[src/rtl/bp_tlb_miss_handler.sv]
// bp_tlb_miss_handler: Sv39-style radix page-table walker on the bp_tlb fill side.
// Latency: miss -> first PTE request 1 cycle, 2 cycles per level at zero stall, fill/fault strobe 1 cycle after the deciding PTE.
// Backpressure: one PTE read outstanding, held stable until mem_ready_i; misses are taken only while ready_o.
// Build option: define BP_TLB_MISS_HANDLER_A_CHECK_EN to fault on leaf PTEs whose accessed bit is clear.
module bp_tlb_miss_handler #(
  parameter int vtag_width_p  = 27,
  parameter int ptag_width_p  = 28,
  parameter int paddr_width_p = 40,
  parameter int levels_p      = 3
) (
  input  logic                      clk_i,
  input  logic                      reset_i,
  input  logic                      flush_i,
  input  logic [ptag_width_p-1:0]   satp_ppn_i,
  input  logic                      miss_v_i,
  input  logic [vtag_width_p-1:0]   miss_vtag_i,
  output logic                      ready_o,
  output logic                      mem_v_o,
  output logic [paddr_width_p-1:0]  mem_addr_o,
  input  logic                      mem_ready_i,
  input  logic                      mem_v_i,
  input  logic [63:0]               mem_data_i,
  output logic                      tlb_w_v_o,
  output logic [vtag_width_p-1:0]   tlb_vtag_o,
  output logic [ptag_width_p+3:0]   tlb_entry_o,
  output logic                      fault_v_o,
  output logic [vtag_width_p-1:0]   fault_vtag_o
);

  localparam int lvl_width_lp = (levels_p > 1) ? $clog2(levels_p) : 1;
  localparam logic [lvl_width_lp-1:0] top_level_lp = lvl_width_lp'(levels_p - 1);

  typedef enum logic [2:0] {
    S_IDLE,
    S_SEND_REQ,
    S_WAIT_RSP,
    S_WRITE,
    S_FAULT,
    S_DRAIN
  } state_e;

  state_e                     r_state;
  logic                       r_ready;
  logic                       r_mem_v;
  logic                       r_tlb_w_v;
  logic                       r_fault_v;
  logic [paddr_width_p-1:0]   r_mem_addr;
  logic [vtag_width_p-1:0]    r_vtag;
  logic [ptag_width_p+3:0]    r_entry;
  logic [lvl_width_lp-1:0]    r_level;

  // PTE field decode of the response currently on mem_data_i
  logic                       w_pte_v;
  logic                       w_pte_r;
  logic                       w_pte_w;
  logic                       w_pte_x;
  logic                       w_pte_u;
  logic                       w_pte_a;
  logic [ptag_width_p-1:0]    w_pte_ppn;
  logic [ptag_width_p-1:0]    w_low_mask;
  logic [ptag_width_p-1:0]    w_vtag_ext;
  logic [ptag_width_p-1:0]    w_leaf_ptag;
  logic [lvl_width_lp-1:0]    w_level_dn;
  logic [vtag_width_p-1:0]    w_vtag_shift;
  logic [8:0]                 w_vpn_dn;
  logic [8:0]                 w_vpn_top;
  logic                       w_invalid;
  logic                       w_leaf;
  logic                       w_misaligned;
  logic                       w_a_fault;
  logic                       w_leaf_fault;
  logic                       w_unused_pte;

  assign w_pte_v   = mem_data_i[0];
  assign w_pte_r   = mem_data_i[1];
  assign w_pte_w   = mem_data_i[2];
  assign w_pte_x   = mem_data_i[3];
  assign w_pte_u   = mem_data_i[4];
  assign w_pte_a   = mem_data_i[6];
  assign w_pte_ppn = mem_data_i[ptag_width_p+9:10];

  // Reserved, D, G and RSW bits play no part in the walk.
  assign w_unused_pte = ^{mem_data_i[63:ptag_width_p+10], mem_data_i[9:7], mem_data_i[5], w_pte_a};

  // Write-only (R=0, W=1) is a reserved encoding and faults like an invalid PTE.
  assign w_invalid = ~w_pte_v | (~w_pte_r & w_pte_w);
  assign w_leaf    = w_pte_r | w_pte_x;

  // Low 9*level PPN bits: must be zero for a superpage and are filled from the VPN.
  assign w_low_mask   = (ptag_width_p'(1) << (9 * r_level)) - ptag_width_p'(1);
  assign w_vtag_ext   = ptag_width_p'(r_vtag);
  assign w_leaf_ptag  = (w_pte_ppn & ~w_low_mask) | (w_vtag_ext & w_low_mask);
  assign w_misaligned = |(w_pte_ppn & w_low_mask);

`ifdef BP_TLB_MISS_HANDLER_A_CHECK_EN
  // Software manages the accessed bit, so an un-accessed leaf traps to it.
  assign w_a_fault = ~w_pte_a;
`else
  assign w_a_fault = 1'b0;
`endif

  assign w_leaf_fault = w_misaligned | w_a_fault;

  // VPN slices: top level for a fresh miss, next level down while descending.
  assign w_level_dn   = r_level - lvl_width_lp'(1);
  assign w_vtag_shift = r_vtag >> (9 * w_level_dn);
  assign w_vpn_dn     = w_vtag_shift[8:0];
  assign w_vpn_top    = miss_vtag_i[vtag_width_p-1 -: 9];

  // Walk FSM: state and every registered output advance together.
  always_ff @(posedge clk_i) begin
    if (reset_i) begin
      r_state    <= S_IDLE;
      r_ready    <= 1'b1;
      r_mem_v    <= 1'b0;
      r_tlb_w_v  <= 1'b0;
      r_fault_v  <= 1'b0;
      r_mem_addr <= '0;
      r_vtag     <= '0;
      r_entry    <= '0;
      r_level    <= '0;
    end else begin
      r_tlb_w_v <= 1'b0;
      r_fault_v <= 1'b0;
      unique case (r_state)
        S_IDLE: begin
          if (!flush_i && miss_v_i) begin
            r_state    <= S_SEND_REQ;
            r_ready    <= 1'b0;
            r_mem_v    <= 1'b1;
            r_vtag     <= miss_vtag_i;
            r_level    <= top_level_lp;
            r_mem_addr <= {satp_ppn_i, w_vpn_top, 3'b000};
          end
        end
        S_SEND_REQ: begin
          if (flush_i) begin
            r_mem_v <= 1'b0;
            if (mem_ready_i) begin
              // Request already accepted: its response must still be absorbed.
              r_state <= S_DRAIN;
            end else begin
              r_state <= S_IDLE;
              r_ready <= 1'b1;
            end
          end else if (mem_ready_i) begin
            r_mem_v <= 1'b0;
            r_state <= S_WAIT_RSP;
          end
        end
        S_WAIT_RSP: begin
          if (flush_i) begin
            if (mem_v_i) begin
              r_state <= S_IDLE;
              r_ready <= 1'b1;
            end else begin
              r_state <= S_DRAIN;
            end
          end else if (mem_v_i) begin
            if (w_invalid) begin
              r_state   <= S_FAULT;
              r_fault_v <= 1'b1;
            end else if (w_leaf) begin
              if (w_leaf_fault) begin
                r_state   <= S_FAULT;
                r_fault_v <= 1'b1;
              end else begin
                r_state   <= S_WRITE;
                r_tlb_w_v <= 1'b1;
                r_entry   <= {w_leaf_ptag, w_pte_u, w_pte_x, w_pte_w, w_pte_r};
              end
            end else if (r_level == '0) begin
              // Pointer at the last level has nowhere to go.
              r_state   <= S_FAULT;
              r_fault_v <= 1'b1;
            end else begin
              r_state    <= S_SEND_REQ;
              r_mem_v    <= 1'b1;
              r_level    <= w_level_dn;
              r_mem_addr <= {w_pte_ppn, w_vpn_dn, 3'b000};
            end
          end
        end
        S_WRITE, S_FAULT: begin
          r_state <= S_IDLE;
          r_ready <= 1'b1;
        end
        S_DRAIN: begin
          if (mem_v_i) begin
            r_state <= S_IDLE;
            r_ready <= 1'b1;
          end
        end
        default: begin
          r_state <= S_IDLE;
          r_ready <= 1'b1;
          r_mem_v <= 1'b0;
        end
      endcase
    end
  end

  assign ready_o      = r_ready;
  assign mem_v_o      = r_mem_v;
  assign mem_addr_o   = r_mem_addr;
  assign tlb_vtag_o   = r_vtag;
  assign fault_vtag_o = r_vtag;
  assign tlb_entry_o  = r_entry;
  // A flush landing on the strobe cycle cancels it so no stale entry survives an sfence.
  assign tlb_w_v_o    = r_tlb_w_v & ~flush_i;
  assign fault_v_o    = r_fault_v & ~flush_i;

endmodule
[config.mk]
export PLATFORM = sky130hd
export DESIGN_NAME = bp_tlb_miss_handler
export DESIGN_NICKNAME = d
export VERILOG_FILES = /design/src/rtl/bp_tlb_miss_handler.sv
export SDC_FILE = /design/constraint.sdc
export NUM_CORES = 1
export LEC_CHECK = 0
export CORE_ASPECT_RATIO = 0.6
export CORE_MARGIN = 5
export CORE_UTILIZATION = 42
export CTS_CLUSTER_SIZE = 8
export DETAILED_ROUTE_END_ITERATION = 6
export HOLD_SLACK_MARGIN = 0.1
export PLACE_DENSITY = 0.9
export SYNTH_ARGS = -nofsm -noshare
export SYNTH_HDL_FRONTEND = slang
export SYNTH_SLANG_ARGS = --single-unit
export TNS_END_PERCENT = 30
[constraint.sdc]
create_clock -name clk_i -period 4.5 [get_ports clk_i]
set_clock_uncertainty 0.2 [all_clocks]
set_input_delay 0.675 -clock clk_i [delete_from_list [all_inputs] [get_ports clk_i]]
set_output_delay 0.675 -clock clk_i [all_outputs]
set_load 0.03 [all_outputs]
After elaboration in Yosys (flattened, before gate mapping)
Cells that the tools add are included.

word-level totals
  register bits after elaboration = 108
  latch bits = 0
  memory bits (writable) = 0
  bits in read-only memories = 0
  word-level logic and storage cells = 113
  memories = 0

operators by class
  $add $sub $neg = 2
  multiply operators = 2
  div/mod/pow operators = 0
  order comparisons = 0
  equality and inequality tests = 17
  shifts and indexed selects = 2
  multiplexer cells = 47
  bitwise logic cells = 19
  reductions and logical operators = 15

operators with widths
  kind                                                                  number
  40-bit 2-to-1 mux                                                     6
  40-bit case mux with 2 select lines                                   1
  28-bit AND                                                            2
  3-bit 2-to-1 mux                                                      12
  27-bit by 28-bit AND with 28-bit output                               1
  28-bit inverter                                                       1
  28-bit bitwise OR                                                     1
  28-bit OR reduction                                                   1
  1-bit by 6-bit left shift with 28-bit output, first input constant    1
  28-bit by 2-bit subtractor with 28-bit output, second input constant  1
  27-bit by 6-bit right shift with 9-bit output                         1
  2-bit inequality test, second input constant                          10
  1-bit 2-to-1 mux                                                      18
  4-bit by 2-bit multiplier with 6-bit output, first input constant     2
  2-bit 2-to-1 mux                                                      6
  3-bit case mux with 4 select lines                                    1
  1-bit inverter                                                        9
  1-bit case mux with 4 select lines                                    2
  4-bit AND reduction                                                   2
  8-bit AND reduction                                                   1
  7-bit AND reduction                                                   1
  3-bit by 2-bit == test with 1-bit output, second input constant       2
  3-bit == test, second input constant                                  2
  3-bit inequality test, second input constant                          2
  other kinds (15)                                                      18

Logic depth before layout (Yosys ltp)
  depth in word-level cells = 11
  mapped depth = 13

Worst setup path after synthesis
Ideal clock, no wire load.

  path type = register -> register
  from = reg r_level[0]
  to = reg r_entry[10], in the netlist tlb_entry_o[10]
  setup time = 0.118 ns
  data arrival time = 3.060 ns
  setup slack = 1.122 ns
  stages on the path, launching flop included = 13
  buffers on the path = 5
  period minus slack after synthesis = 3.378 ns
  cell sequence = dfxtp_1 -> clkinv_1 -> clkbuf_1 -> ha_1 -> clkbuf_1 -> inv_1 -> ha_1 -> clkbuf_1 -> a221o_1 -> or4_1 -> buf_6 -> buf_12 -> mux2i_1

on the way
  word-level cells in the longest chain between the ends = 7
  elaborated cells between the ends (all ways) = 11
  those cells by class = add/sub (1); mul (1); shift (1); bitwise (6); reduce/logical (2)

ends and longest elaborated chain
  what                                             RTL line  text
  from (decl)                                      50        logic [lvl_width_lp-1:0] r_level;
  from (signal assigned)                           132       r_level <= top_level_lp;
  from (signal assigned)                           179       r_level <= w_level_dn;
  4-bit by 2-bit multiplier with 6-bit output *    90        assign w_low_mask = (ptag_width_p'(1) << (9 * r_level)) - ptag_width_p'(1);
  1-bit by 6-bit left shift with 28-bit output *   90
  28-bit by 2-bit subtractor with 28-bit output *  90
  28-bit AND                                       93        assign w_misaligned = |(w_pte_ppn & w_low_mask);
  28-bit OR reduction                              93
  1-bit inverter (no line)                         -
  6-bit AND reduction (no line)                    -
  to (signal assigned)                             170       r_entry <= {w_leaf_ptag, w_pte_u, w_pte_x, w_pte_w, w_pte_r};
  to (decl)                                        49        logic [ptag_width_p+3:0] r_entry;

Mark *: on every way between the ends. The rest lies on a longest branch, timed or not.
A chain may end at the register's enable or synchronous reset.

Final worst setup path
  from = reg r_level[0]
  to = reg r_entry[17], in the netlist tlb_entry_o[17]

The elaborated chain is that of the path after synthesis.

==> flow_metrics.tcl <==
set metrics [dict create \
    yosysTopAreaCellShare_pct 39.13 \
    ctsHoldBuffers 0 \
    antenna_found_initial 0 \
    portBuffers 220 \
    num_vias 5155 \
    yosysWarnings 0 \
    worst-r2r-cell-count 8 \
    synthFlopType "dfxtp_1" \
    final.setup.tns_ns 0 \
    cts_tree "built" \
    wl_per_cell_um 19.15 \
    holdCritPathClass "flop to flop" \
    crit_top_cell "ha_1" \
    synth.avg_cell_area_um2 8.553 \
    synthDistinctLibCells 50 \
    power_switching_uw 707.9 \
    grt_pass1_vias 4915 \
    status "complete, no violations" \
    dieWidth_um 156.0 \
    cts_max_path_buffers 2 \
    fillerInstances 1120 \
    intPower_uw 1691 \
    ir_drop_uv 156.2 \
    start_util_pct 42.32 \
    hold_violations 0 \
    power_density_nw_per_um2 311.1 \
    cts_buffers 9 \
    yosys_register_bits 105 \
    synth_area_leader_cell "dfxtp_1" \
    switching_share_pct 29.51 \
    async_flop_share_pct 0 \
    yosys-top-cells-area "dfxtp_1, mux2i_1, nand2_1" \
    overflow 0 \
    routed_via_density 5.348 \
    worstSetupPathType "flop to flop" \
    min_from "mem_addr_o[5]$_SDFFE_PP0P_" \
    drive_gt1_share_pct 7.179 \
    cts_resized 0 \
    cts_htree_levels 3 \
    crit_slowest_cell "or4_2" \
    p_leak_uw 0.002845 \
    power_uw 2399 \
    setup_violations 0 \
    crit_path_end_kind "flop" \
    synth_edf_count 0 \
    cp-start-kind "flop" \
    p_comb_share_pct 23.0 \
    syn2layout_area_growth_pct 43.56 \
    cp_cell_sequence "clkinv_1 > ha_1 > inv_1 > ha_1 > a221o_1 > or4_2 > buf_12 > mux2i_1" \
    power.share.clock_pct 34.2 \
    layout.nets 919 \
    whs_ns 0.2575 \
    cp.arrival_ns 3.62 \
    path_buf_inv 3 \
    postCtsSetupBuffers 0 \
    die_h_um 97.60 \
    cap_violations 0 \
    crit_fanout 19 \
    firstDrtPassIters 7 \
    path_delay_family "simple AND/OR/NAND/NOR gates" \
    cts_sinks 105 \
    final.period_utilization_pct 79.85 \
    cp.required_ns 4.53 \
    grt_pass1_wl_um 28080 \
    drc 0 \
    synth-seq-area-share_pct 39.13 \
    antenna_left 0 \
    p_seq_share_pct 42.8 \
    r2r_end "tlb_entry_o[17]$_SDFFE_PP0P_" \
    grt_max_degree 73 \
    die_area_um2 15230 \
    num_rows 32 \
    drtIter0Drc 310 \
    relSlewSlack_pct 12.55 \
    holdPathStages 2 \
    insertion_delay_ns 0.34 \
    n_antenna_cell 0 \
    tightest_slew_ns 1.298 \
    gp_congestion 0.8662 \
    core_um2 12690 \
    dp_hpwl_um 13780 \
    cts_root_buffer "clkbuf_16" \
    yosys-top-cells-count "nand2_1, dfxtp_1, mux2i_1, nor2_1, a21oi_1" \
    drt-total-wl_um 18460 \
    ios 255 \
    crit_path_max_incr_delay_ns 0.96 \
    grt_setup_unrepaired "false" \
    period_minus_slack_ns 3.593 \
    cts.clk_slew.worst_paths_ns 0.07 \
    synthMostInstantiatedCell "nand2_1" \
    rrSetupSlack_ns 0.91 \
    grt_usage_pct 23.54 \
    mappedNetlistArea_um2 5371 \
    r2r-start "r_level[0]$_SDFFE_PP0P_" \
    min_delay_worst_endpoint "mem_addr_o[5]$_SDFFE_PP0P_" \
    synthCells 628 \
    slew_violations 0 \
    max_freq_ghz 0.2783 \
]
## stage by stage
stage | std cells | cell area (um2) | util [%] | setup slack, ns
2_1_floorplan | 630 | 5379 | - | 1.122
3_3_place_gp | 948 | 7396 | 58.27 | 0.8202
3_5_place_dp | 948 | 7396 | 58.27 | 0.7726
4_1_cts | 964 | 7711 | 60.76 | 0.9218
5_1_grt | 964 | 7711 | 60.76 | 0.7191
6_report | 964 | 7711 | 60.76 | 0.9069
## how the worst max path moves through the flow
stage                                        end  cells past startpoint                     from
floorplan           tlb_entry_o[10]$_SDFFE_PP0P_                     12  r_level[0]$_SDFFE_PP0P_
global placement    tlb_entry_o[20]$_SDFFE_PP0P_                      7           mem_data_i[22]
detailed placement  tlb_entry_o[17]$_SDFFE_PP0P_                      7           mem_data_i[22]
CTS                  tlb_entry_o[3]$_SDFFE_PP0P_                      8  r_level[0]$_SDFFE_PP0P_
global route         tlb_entry_o[3]$_SDFFE_PP0P_                      8  r_level[1]$_SDFFE_PP0P_
finish              tlb_entry_o[17]$_SDFFE_PP0P_                      8  r_level[0]$_SDFFE_PP0P_
## cell type report
class,instances,area [um2],share of cell area (%)
Inverter,7,26.28,0.3407
Multi-Input combinational cell,440,2788,36.15
Timing Repair Buffer,226,2267,29.40
Clock buffer,11,252.7,3.278
Sequential cell,105,2102,27.26
Tap cell,170,212.7,2.758
Clock inverter,5,62.56,0.8113
## cells by family (layout without fill, tap and decap cells)
family,count (synthesis),after routing,synth area share [%]
adders and majority gates,5,5,1.165
other,1,3,0.06981
AOI/OAI and AO/OA,114,114,13.95
xor gates and xnor gates,1,1,0.1631
DFF,105,105,39.13
muxes,97,97,18.70
buffers and inverters,85,249,9.294
and+or+nand+nor,220,220,17.52
## cells in the final DEF (no fill, tap or decap), types with 2 or more instances in the layout
cell and count:
buf_4 4, clkdlybuf4s50_1 219, nor3b_1 2, nand2_1 137
o21ai_0 9, buf_12 2, o21bai_1 2, o2111ai_1 2
nor2_1 41, mux2i_1 70, nand2b_1 3, a311oi_1 2
and2_1 3, dfxtp_1 105, mux2_2 27, a21oi_1 40
nor4_1 3, a211oi_1 28, conb_1 3, o211ai_1 18
nor4b_1 3, clkinvlp_4 2, a31oi_1 2, nor3_1 4
nor2b_1 7, ha_1 5, inv_1 5, o31ai_1 2
clkbuf_8 2, nand3_1 8, clkbuf_16 9
## layer usage
layer	wire (um)	global-route usage [%]	vias up
met5	0	0	-
met4	112	3.900	0
met3	1683	6.275	12
met2	8435	37.55	230
met1	8226	32.43	2437
li1	-	-	2476
## state kept, by name (all words and copies together), names as in the netlist
signal	flops
mem_addr_o	37
tlb_entry_o	32
fault_vtag_o	27
r_state	3
r_level	2
mem_v_o	1
r_fault_v	1
r_tlb_w_v	1
ready_o	1
## power groups by stage
stage | combinational [uW] | clock (uW) | sequential [uW]
final | 551 | 821 | 1030
after global routing | 586 | 884 | 1030
after CTS | 551 | 846 | 1030
after detailed placement | 549 | 0 | 1050
after global placement | 540 | 0 | 1050
after floorplan | 240 | 0 | 1110
## worst register-to-register path, delay by kind of cell, from the launching register on
family,cells,cell delay [ns]
buffers and inverters,3,0.48
DFF,1,0.38
muxes,1,0.15
and+or+nand+nor,1,0.96
AOI/OAI and AO/OA,1,0.38
adders and majority gates,2,0.94
Power figures use the tool's default switching activity.
